### config.mk
export PLATFORM = sky130hd
export DESIGN_NAME = contador_display_flat
export DESIGN_NICKNAME = d
export VERILOG_FILES = /design/src/rtl/contador_display_pkg.sv /design/src/rtl/contador_display_if.sv /design/src/rtl/contador_display_bin2bcd_iter.sv /design/src/rtl/contador_display.sv /design/src/flat_wrapper.sv
export SDC_FILE = /design/constraint.sdc
export NUM_CORES = 1
export LEC_CHECK = 0
export CAP_MARGIN = 20
export CORE_UTILIZATION = 35
export CTS_CLUSTER_DIAMETER = 100
export DETAILED_ROUTE_END_ITERATION = 8
export GPL_TIMING_DRIVEN = 0
export HOLD_SLACK_MARGIN = 0.1
export SLEW_MARGIN = 20
export SYNTH_ARGS = -nofsm -noshare
export SYNTH_HDL_FRONTEND = slang
export SYNTH_SLANG_ARGS = --single-unit
### constraint.sdc
create_clock -name clkk -period 8.52 [get_ports clkk]
set_input_delay 1.278 -clock clkk [delete_from_list [all_inputs] [get_ports clkk]]
set_output_delay 1.278 -clock clkk [all_outputs]
set_load 0.05 [all_outputs]
### src/rtl/contador_display_pkg.sv
// rtl/contador_display_pkg.sv - shared types, segment table and double-dabble step for contador_display
// Contents: FSM state enum, 7-segment patterns for 0-9 ({g,f,e,d,c,b,a}, active-high),
// blank pattern, digit-index constants, one double-dabble iteration helper.
package contador_pkg;

    typedef enum logic [1:0] {
        IDLE  = 2'd0,
        SHIFT = 2'd1,
        DONE  = 2'd2
    } state_t;

    localparam logic [6:0] SEG_TABLE [0:9] = '{
        7'h3F, 7'h06, 7'h5B, 7'h4F, 7'h66,
        7'h6D, 7'h7D, 7'h07, 7'h7F, 7'h6F
    };

    localparam logic [6:0] SEG_BLANK = 7'h00;

    localparam logic [1:0] DIG_UNITS    = 2'd0;
    localparam logic [1:0] DIG_TENS     = 2'd1;
    localparam logic [1:0] DIG_HUNDREDS = 2'd2;

    // One iteration on {scratch[11:0], binary[7:0]}: add 3 to every scratch
    // nibble >= 5, then shift the whole register left by one.
    function automatic logic [19:0] dd_step(input logic [19:0] v);
        logic [19:0] adj;
        adj = v;
        for (int n = 0; n < 3; n++) begin
            if (adj[8 + 4*n +: 4] >= 4'd5)
                adj[8 + 4*n +: 4] = adj[8 + 4*n +: 4] + 4'd3;
        end
        return {adj[18:0], 1'b0};
    endfunction

endpackage

### src/rtl/contador_display_if.sv
// rtl/contador_display_if.sv - load/result bus between the counter stage and contador_display
// Signals: cont_in (count to convert), load (convert request), busy (conversion running),
// bcd_valid (one-cycle result strobe), bcd_out (latched {hundreds, tens, units}).
interface contador_display_if;
    logic [7:0]  cont_in;
    logic        load;
    logic        busy;
    logic        bcd_valid;
    logic [11:0] bcd_out;

    modport master (
        output cont_in, load,
        input  busy, bcd_valid, bcd_out
    );

    modport slave (
        input  cont_in, load,
        output busy, bcd_valid, bcd_out
    );
endinterface

### src/rtl/contador_display_bin2bcd_iter.sv
// rtl/contador_display_bin2bcd_iter.sv - sequential 8-bit binary to 3-digit BCD double-dabble engine
// Ports: clk, rst (sync, active-high), load/bin_in (start request and operand),
// busy (not idle), done (high during the DONE cycle), bcd (current scratch value).
module bin2bcd_iter
    import contador_pkg::*;
(
    input  logic        clk,
    input  logic        rst,
    input  logic        load,
    input  logic [7:0]  bin_in,
    output logic        busy,
    output logic        done,
    output logic [11:0] bcd
);

    state_t      state;
    logic [19:0] sr;
    logic [2:0]  iter;

    always_ff @(posedge clk) begin
        if (rst) begin
            state <= IDLE;
            sr    <= '0;
            iter  <= '0;
        end else begin
            case (state)
                IDLE: begin
                    if (load) begin
                        sr    <= {12'd0, bin_in};
                        iter  <= '0;
                        state <= SHIFT;
                    end
                end
                SHIFT: begin
                    sr   <= dd_step(sr);
                    iter <= iter + 3'd1;
                    if (iter == 3'd7)
                        state <= DONE;
                end
                DONE:    state <= IDLE;
                default: state <= IDLE;
            endcase
        end
    end

    assign busy = (state != IDLE);
    assign done = (state == DONE);
    assign bcd  = sr[19:8];

endmodule

### src/rtl/contador_display.sv
// rtl/contador_display.sv - BCD conversion of the counter value and 3-digit multiplexed 7-segment drive
// Ports: clkk, rstt (sync, active-high), bus (contador_display_if slave: cont_in, load,
// busy, bcd_valid, bcd_out), an (one-hot digit enable, [0]=units), seg ({g..a}).
module contador_display
    import contador_pkg::*;
#(
    parameter int SCAN_DIV       = 4,
    parameter bit SEG_ACTIVE_LOW = 1'b0
) (
    input  logic               clkk,
    input  logic               rstt,
    contador_display_if.slave  bus,
    output logic [2:0]         an,
    output logic [6:0]         seg
);

    localparam int CNT_W = (SCAN_DIV > 2) ? $clog2(SCAN_DIV) : 1;
    localparam logic [CNT_W-1:0] CNT_LAST = CNT_W'(SCAN_DIV - 1);

    logic        eng_done;
    logic [11:0] eng_bcd;

    bin2bcd_iter u_engine (
        .clk    (clkk),
        .rst    (rstt),
        .load   (bus.load),
        .bin_in (bus.cont_in),
        .busy   (bus.busy),
        .done   (eng_done),
        .bcd    (eng_bcd)
    );

    // Result latch: only moves on the DONE cycle, so the display keeps the
    // previous value while a conversion is in flight.
    always_ff @(posedge clkk) begin
        if (rstt) begin
            bus.bcd_out   <= '0;
            bus.bcd_valid <= 1'b0;
        end else begin
            bus.bcd_valid <= eng_done;
            if (eng_done)
                bus.bcd_out <= eng_bcd;
        end
    end

    logic [CNT_W-1:0] scan_cnt;
    logic [1:0]       idx;
    logic [1:0]       idx_next;
    logic [3:0]       nib;
    logic             blank;
    logic [6:0]       raw_seg;
    logic [2:0]       an_next;

    // an/seg are registered from the *next* index so both switch on the same edge.
    always_comb begin
        idx_next = idx;
        if (scan_cnt == CNT_LAST)
            idx_next = (idx == DIG_HUNDREDS) ? DIG_UNITS : idx + 2'd1;

        nib     = bus.bcd_out[3:0];
        blank   = 1'b0;
        an_next = 3'b001;
        case (idx_next)
            DIG_TENS: begin
                nib     = bus.bcd_out[7:4];
                blank   = (bus.bcd_out[11:8] == 4'd0) && (bus.bcd_out[7:4] == 4'd0);
                an_next = 3'b010;
            end
            DIG_HUNDREDS: begin
                nib     = bus.bcd_out[11:8];
                blank   = (bus.bcd_out[11:8] == 4'd0);
                an_next = 3'b100;
            end
            default: ;
        endcase

        raw_seg = (blank || nib > 4'd9) ? SEG_BLANK : SEG_TABLE[nib];
    end

    always_ff @(posedge clkk) begin
        if (rstt) begin
            scan_cnt <= '0;
            idx      <= DIG_UNITS;
            an       <= 3'b001;
            seg      <= SEG_ACTIVE_LOW ? ~SEG_TABLE[0] : SEG_TABLE[0];
        end else begin
            scan_cnt <= (scan_cnt == CNT_LAST) ? '0 : scan_cnt + 1'b1;
            idx      <= idx_next;
            an       <= an_next;
            seg      <= SEG_ACTIVE_LOW ? ~raw_seg : raw_seg;
        end
    end

endmodule

### src/flat_wrapper.sv
// flat-port wrapper written by rule: the top's interface ports become plain ports
module contador_display_flat import contador_pkg::*;
#(
    parameter int SCAN_DIV       = 4,
    parameter bit SEG_ACTIVE_LOW = 1'b0
)
  (clkk, rstt, an, seg, bus_cont_in, bus_load, bus_busy, bus_bcd_valid, bus_bcd_out);
  contador_display_if bus_i ();
  input  logic clkk;
  input  logic rstt;
  output logic [2:0] an;
  output logic [6:0] seg;
  input wire logic [$bits(bus_i.cont_in)-1:0] bus_cont_in;
  input wire logic [$bits(bus_i.load)-1:0] bus_load;
  output wire logic [$bits(bus_i.busy)-1:0] bus_busy;
  output wire logic [$bits(bus_i.bcd_valid)-1:0] bus_bcd_valid;
  output wire logic [$bits(bus_i.bcd_out)-1:0] bus_bcd_out;
  assign bus_i.cont_in = bus_cont_in;
  assign bus_i.load = bus_load;
  assign bus_busy = bus_i.busy;
  assign bus_bcd_valid = bus_i.bcd_valid;
  assign bus_bcd_out = bus_i.bcd_out;
  contador_display #(.SCAN_DIV(SCAN_DIV), .SEG_ACTIVE_LOW(SEG_ACTIVE_LOW)) u_core (.clkk(clkk), .rstt(rstt), .bus(bus_i), .an(an), .seg(seg));
endmodule
==> results.md <==
* Pin count of the biggest net entering global routing at 15
* Root buf cell: clkbuf_8
* Worst-path maximum fanout at 10
* Largest area contributor in the netlist: dfxtp_1
* Post-layout net count at between 300 and 400
* Wire length per cell at about 12 microns
* Die width at 86.2 microns
* Cts bufs inserted at 5
* Slew HR at 0.633
* Number of diodes at 0
* Part of the power in registers at 0.529
* Power Internal at about 0.36 mW
* Core area at approximately 0.007 sq mm
* Peak Freq at 0.299 GHz
* Worst R2R Setup Slack at 5.39 ns
* Vias in the first global route at between 1500 and 2000
* Pwr Density at ~160 mW/mm^2
* Inst Count DP at approximately 430
* Psw at around 0.13 mW
* Post-synthesis instance total at between 200 and 300
* Worst setup EP type: primary output
* Antenna Nets Post-Route at 0
* Non-filler instance count after layout at 433
* RSZ-0062 raised after global routing: no
* Run status: completed
* Die Ht at about 86 microns
* Initial antenna violation count at 0
* Final period utilization at 0.393
* Commonest cells post-synth: dfxtp_1, nor2_1, a21oi_1, nand2_1, ha_1
* Die footprint at about 0.0074 sq mm
* Setup Crit Path Kind: flop to primary output
* Final Setup Violations at 0
* Post-place setup slack at around 5.4 ns
* Setup Total Neg Slack at 0 ns
* # H-tree levels at 2
* Clock tree sinks at 52
* Most area-consuming cells after synthesis: dfxtp_1, ha_1, nor2_1
* Reg2Reg Capture Point: u_core.seg[3]
* Switching Share at 0.268
* R2R depth at 15
* First DRT Iteration DRCs at between 70 and 80
* Area delta synth->final at 21.6%
* Most common flop cell mapped by yosys: dfxtp_1
* Seq/Total Area, Yosys at 0.420
* Fraction of registers with async set/reset at 0
* Slew @ Worst Pin at 0.550 ns
* Reg-to-Reg Start: u_core.scan_cnt[0]
* Grt total ovfl at 0
* Initial core utilization at 0.363
* CP Launch Type: flop
* Post-CTS setup buffer count at 0
* Post-synth net total at ~330
* Syn_area_per_cell at roughly 8.3 sq um
* DRC viols at 0
* Gpl congestion at roughly 0.83
* Ports at 35
* WL final at roughly 5200 microns
* CTS tree: built
* Hold buffers post-CTS at 0
* Skew final at 0.00582 ns
* Clock Path Buffers at 2
* Clk network pwr share at 0.305
* Warnings from Yosys at 0
* Syn Std Cell Area at about 0.0025 sq mm
* VDD IR-drop max at 0.0676 mV
* Post-synth EDFFs at 0
* Clock Latency Late Sink at roughly 0.30 ns
* Setup crit start: u_core.u_engine.state[1]
* Final Hold Vio Count at 0
* Hold Path Sink: u_core.scan_cnt[0]
* Comb power frac at 0.166
* Layout cells sized above 1 at 0.0712
* Arrival time worst endpoint at about 2.1 ns
* Flops & latches, synth at 52
* Setup ws final at just over 5 ns
* Row cnt at 30
* Max_cap viols at 0
* Crit path required time at ~7.2 ns
* CTS clk-pin slew, worst paths at roughly 0.09 ns
* Hold path start: u_core.scan_cnt[0]
* Hold depth at 1
* Post-synth top area share at 0.420
* Filler instances at approximately 720
* Total GRT Usage at 0.152
* Crit path time final at approximately 3.3 ns
* # port buffers at 32
* Post-CTS Resized at 0
* Final Max Tran Viols at 0
* Register Area at about 0.0010 sq mm
* Count leader, synth: dfxtp_1
* Static leakage power at ~1.1 nW
* Library cells used by synthesis at 37
* Via/cell ratio at 4.80
* DR vias at 2079
* Multi-input logic area at approximately 0.0013 sq mm
* Drt pass-1 iters at 4
* Post-DP HPWL at slightly below 4000 microns
* Worst Hold Class: flop to flop
* First-pass GRT wire length at between 8000 and 9000 microns
[per-stage QoR]
stage	util	total power [mW]	hold WS [ns]	instance area, sq um
after global routing	0.442	0.516	0.473	3020
after CTS	0.442	0.496	0.435	3020
after global placement	0.428	0.345	0.417	2920
after floorplan	-	0.322	0.408	2480
after detailed placement	0.428	0.345	0.422	2920
final	0.442	0.487	0.428	3020
[area by class of cell]
class | count | share of cell area
clock buffer | 7 | 0.0319
inverter | 12 | 0.0149
multi-input combinational | 218 | 0.437
timing repair buffer | 32 | 0.106
buffer | 16 | 0.0249
sequential | 52 | 0.345
tap | 96 | 0.0398
[routing by layer]
layer / vias to the layer above / track usage / part of all wire
met5: - / 0 / 0
met4: 0 / 0.0667 / 0.022
met1: 957 / 0.192 / 0.49
met2: 30 / 0.250 / 0.47
li1: 1084 / - / -
met3: 8 / 0.0333 / 0.021
[state kept, by name, summed over array words and instances (netlist names)]
register and cells:
u_core.idx 2, u_core.bus.bcd_valid 1, u_core.seg 7, u_core.an 3, u_core.u_engine.state 2, u_core.scan_cnt 2
u_core.u_engine.sr 20, u_core.bus.bcd_out 12, u_core.u_engine.iter 3
[power by group through the flow]
stage / Sequential [mW] / Combinational [mW] / Clock, mW
CTS: 0.258 / 0.0819 / 0.156
global placement: 0.263 / 0.0811 / 0
floorplan: 0.280 / 0.0419 / 0
global route: 0.259 / 0.0891 / 0.168
finish: 0.258 / 0.0809 / 0.149
detailed placement: 0.264 / 0.0815 / 0
[worst max path at each step]
stage	slack, ns	endpoint
6_report	5.17	bus_busy
4_1_cts	5.17	bus_busy
3_5_place_dp	5.39	u_core.seg[3]
3_3_place_gp	5.44	u_core.seg[3]
5_1_grt	5.02	u_core.seg[5]
2_1_floorplan	5.74	u_core.seg[4]
[layout by cell type (no fill, tap or decap), types with 2 or more instances in the layout]
| master | synthesis | routed |
|---|---|---|
| xnor2_1 | 5 | 5 |
| clkbuf_8 | 0 | 7 |
| buf_2 | 9 | 9 |
| o211ai_1 | 2 | 2 |
| or2_2 | 2 | 2 |
| nand2b_1 | 8 | 8 |
| inv_1 | 12 | 12 |
| a21o_1 | 4 | 4 |
| mux2i_1 | 2 | 2 |
| o21ai_0 | 7 | 7 |
| nor2_1 | 42 | 42 |
| o21ai_1 | 3 | 3 |
| clkdlybuf4s50_1 | 0 | 32 |
| dfxtp_1 | 52 | 52 |
| a32oi_1 | 2 | 2 |
| nor3_1 | 13 | 13 |
| nor2b_1 | 11 | 11 |
| a21oi_1 | 31 | 31 |
| nand3_1 | 5 | 5 |
| nand2_1 | 31 | 31 |
| nor4_1 | 4 | 4 |
| ha_1 | 18 | 18 |
| a22oi_1 | 10 | 10 |
| a211oi_1 | 3 | 3 |
| nor3b_1 | 3 | 3 |
| clkbuf_1 | 6 | 6 |
[critical path, cell delays in order, from the launching register on]
cell and delay [ns]:
dfxtp_1 0.42, clkbuf_1 0.38, or2_2 0.18, clkdlybuf4s50_1 0.79
[logic make-up after synthesis]
kind of cell    count (synthesis)  share of synthesized area
buf+inv                        28                     0.0484
simple gates                  124                      0.233
mux                             2                    0.00807
flops                          52                      0.420
compound gates                 69                      0.182
fa+ha+maj                      18                     0.0908
xor+xnor                        5                     0.0176
Power figures use the tool's default switching activity.
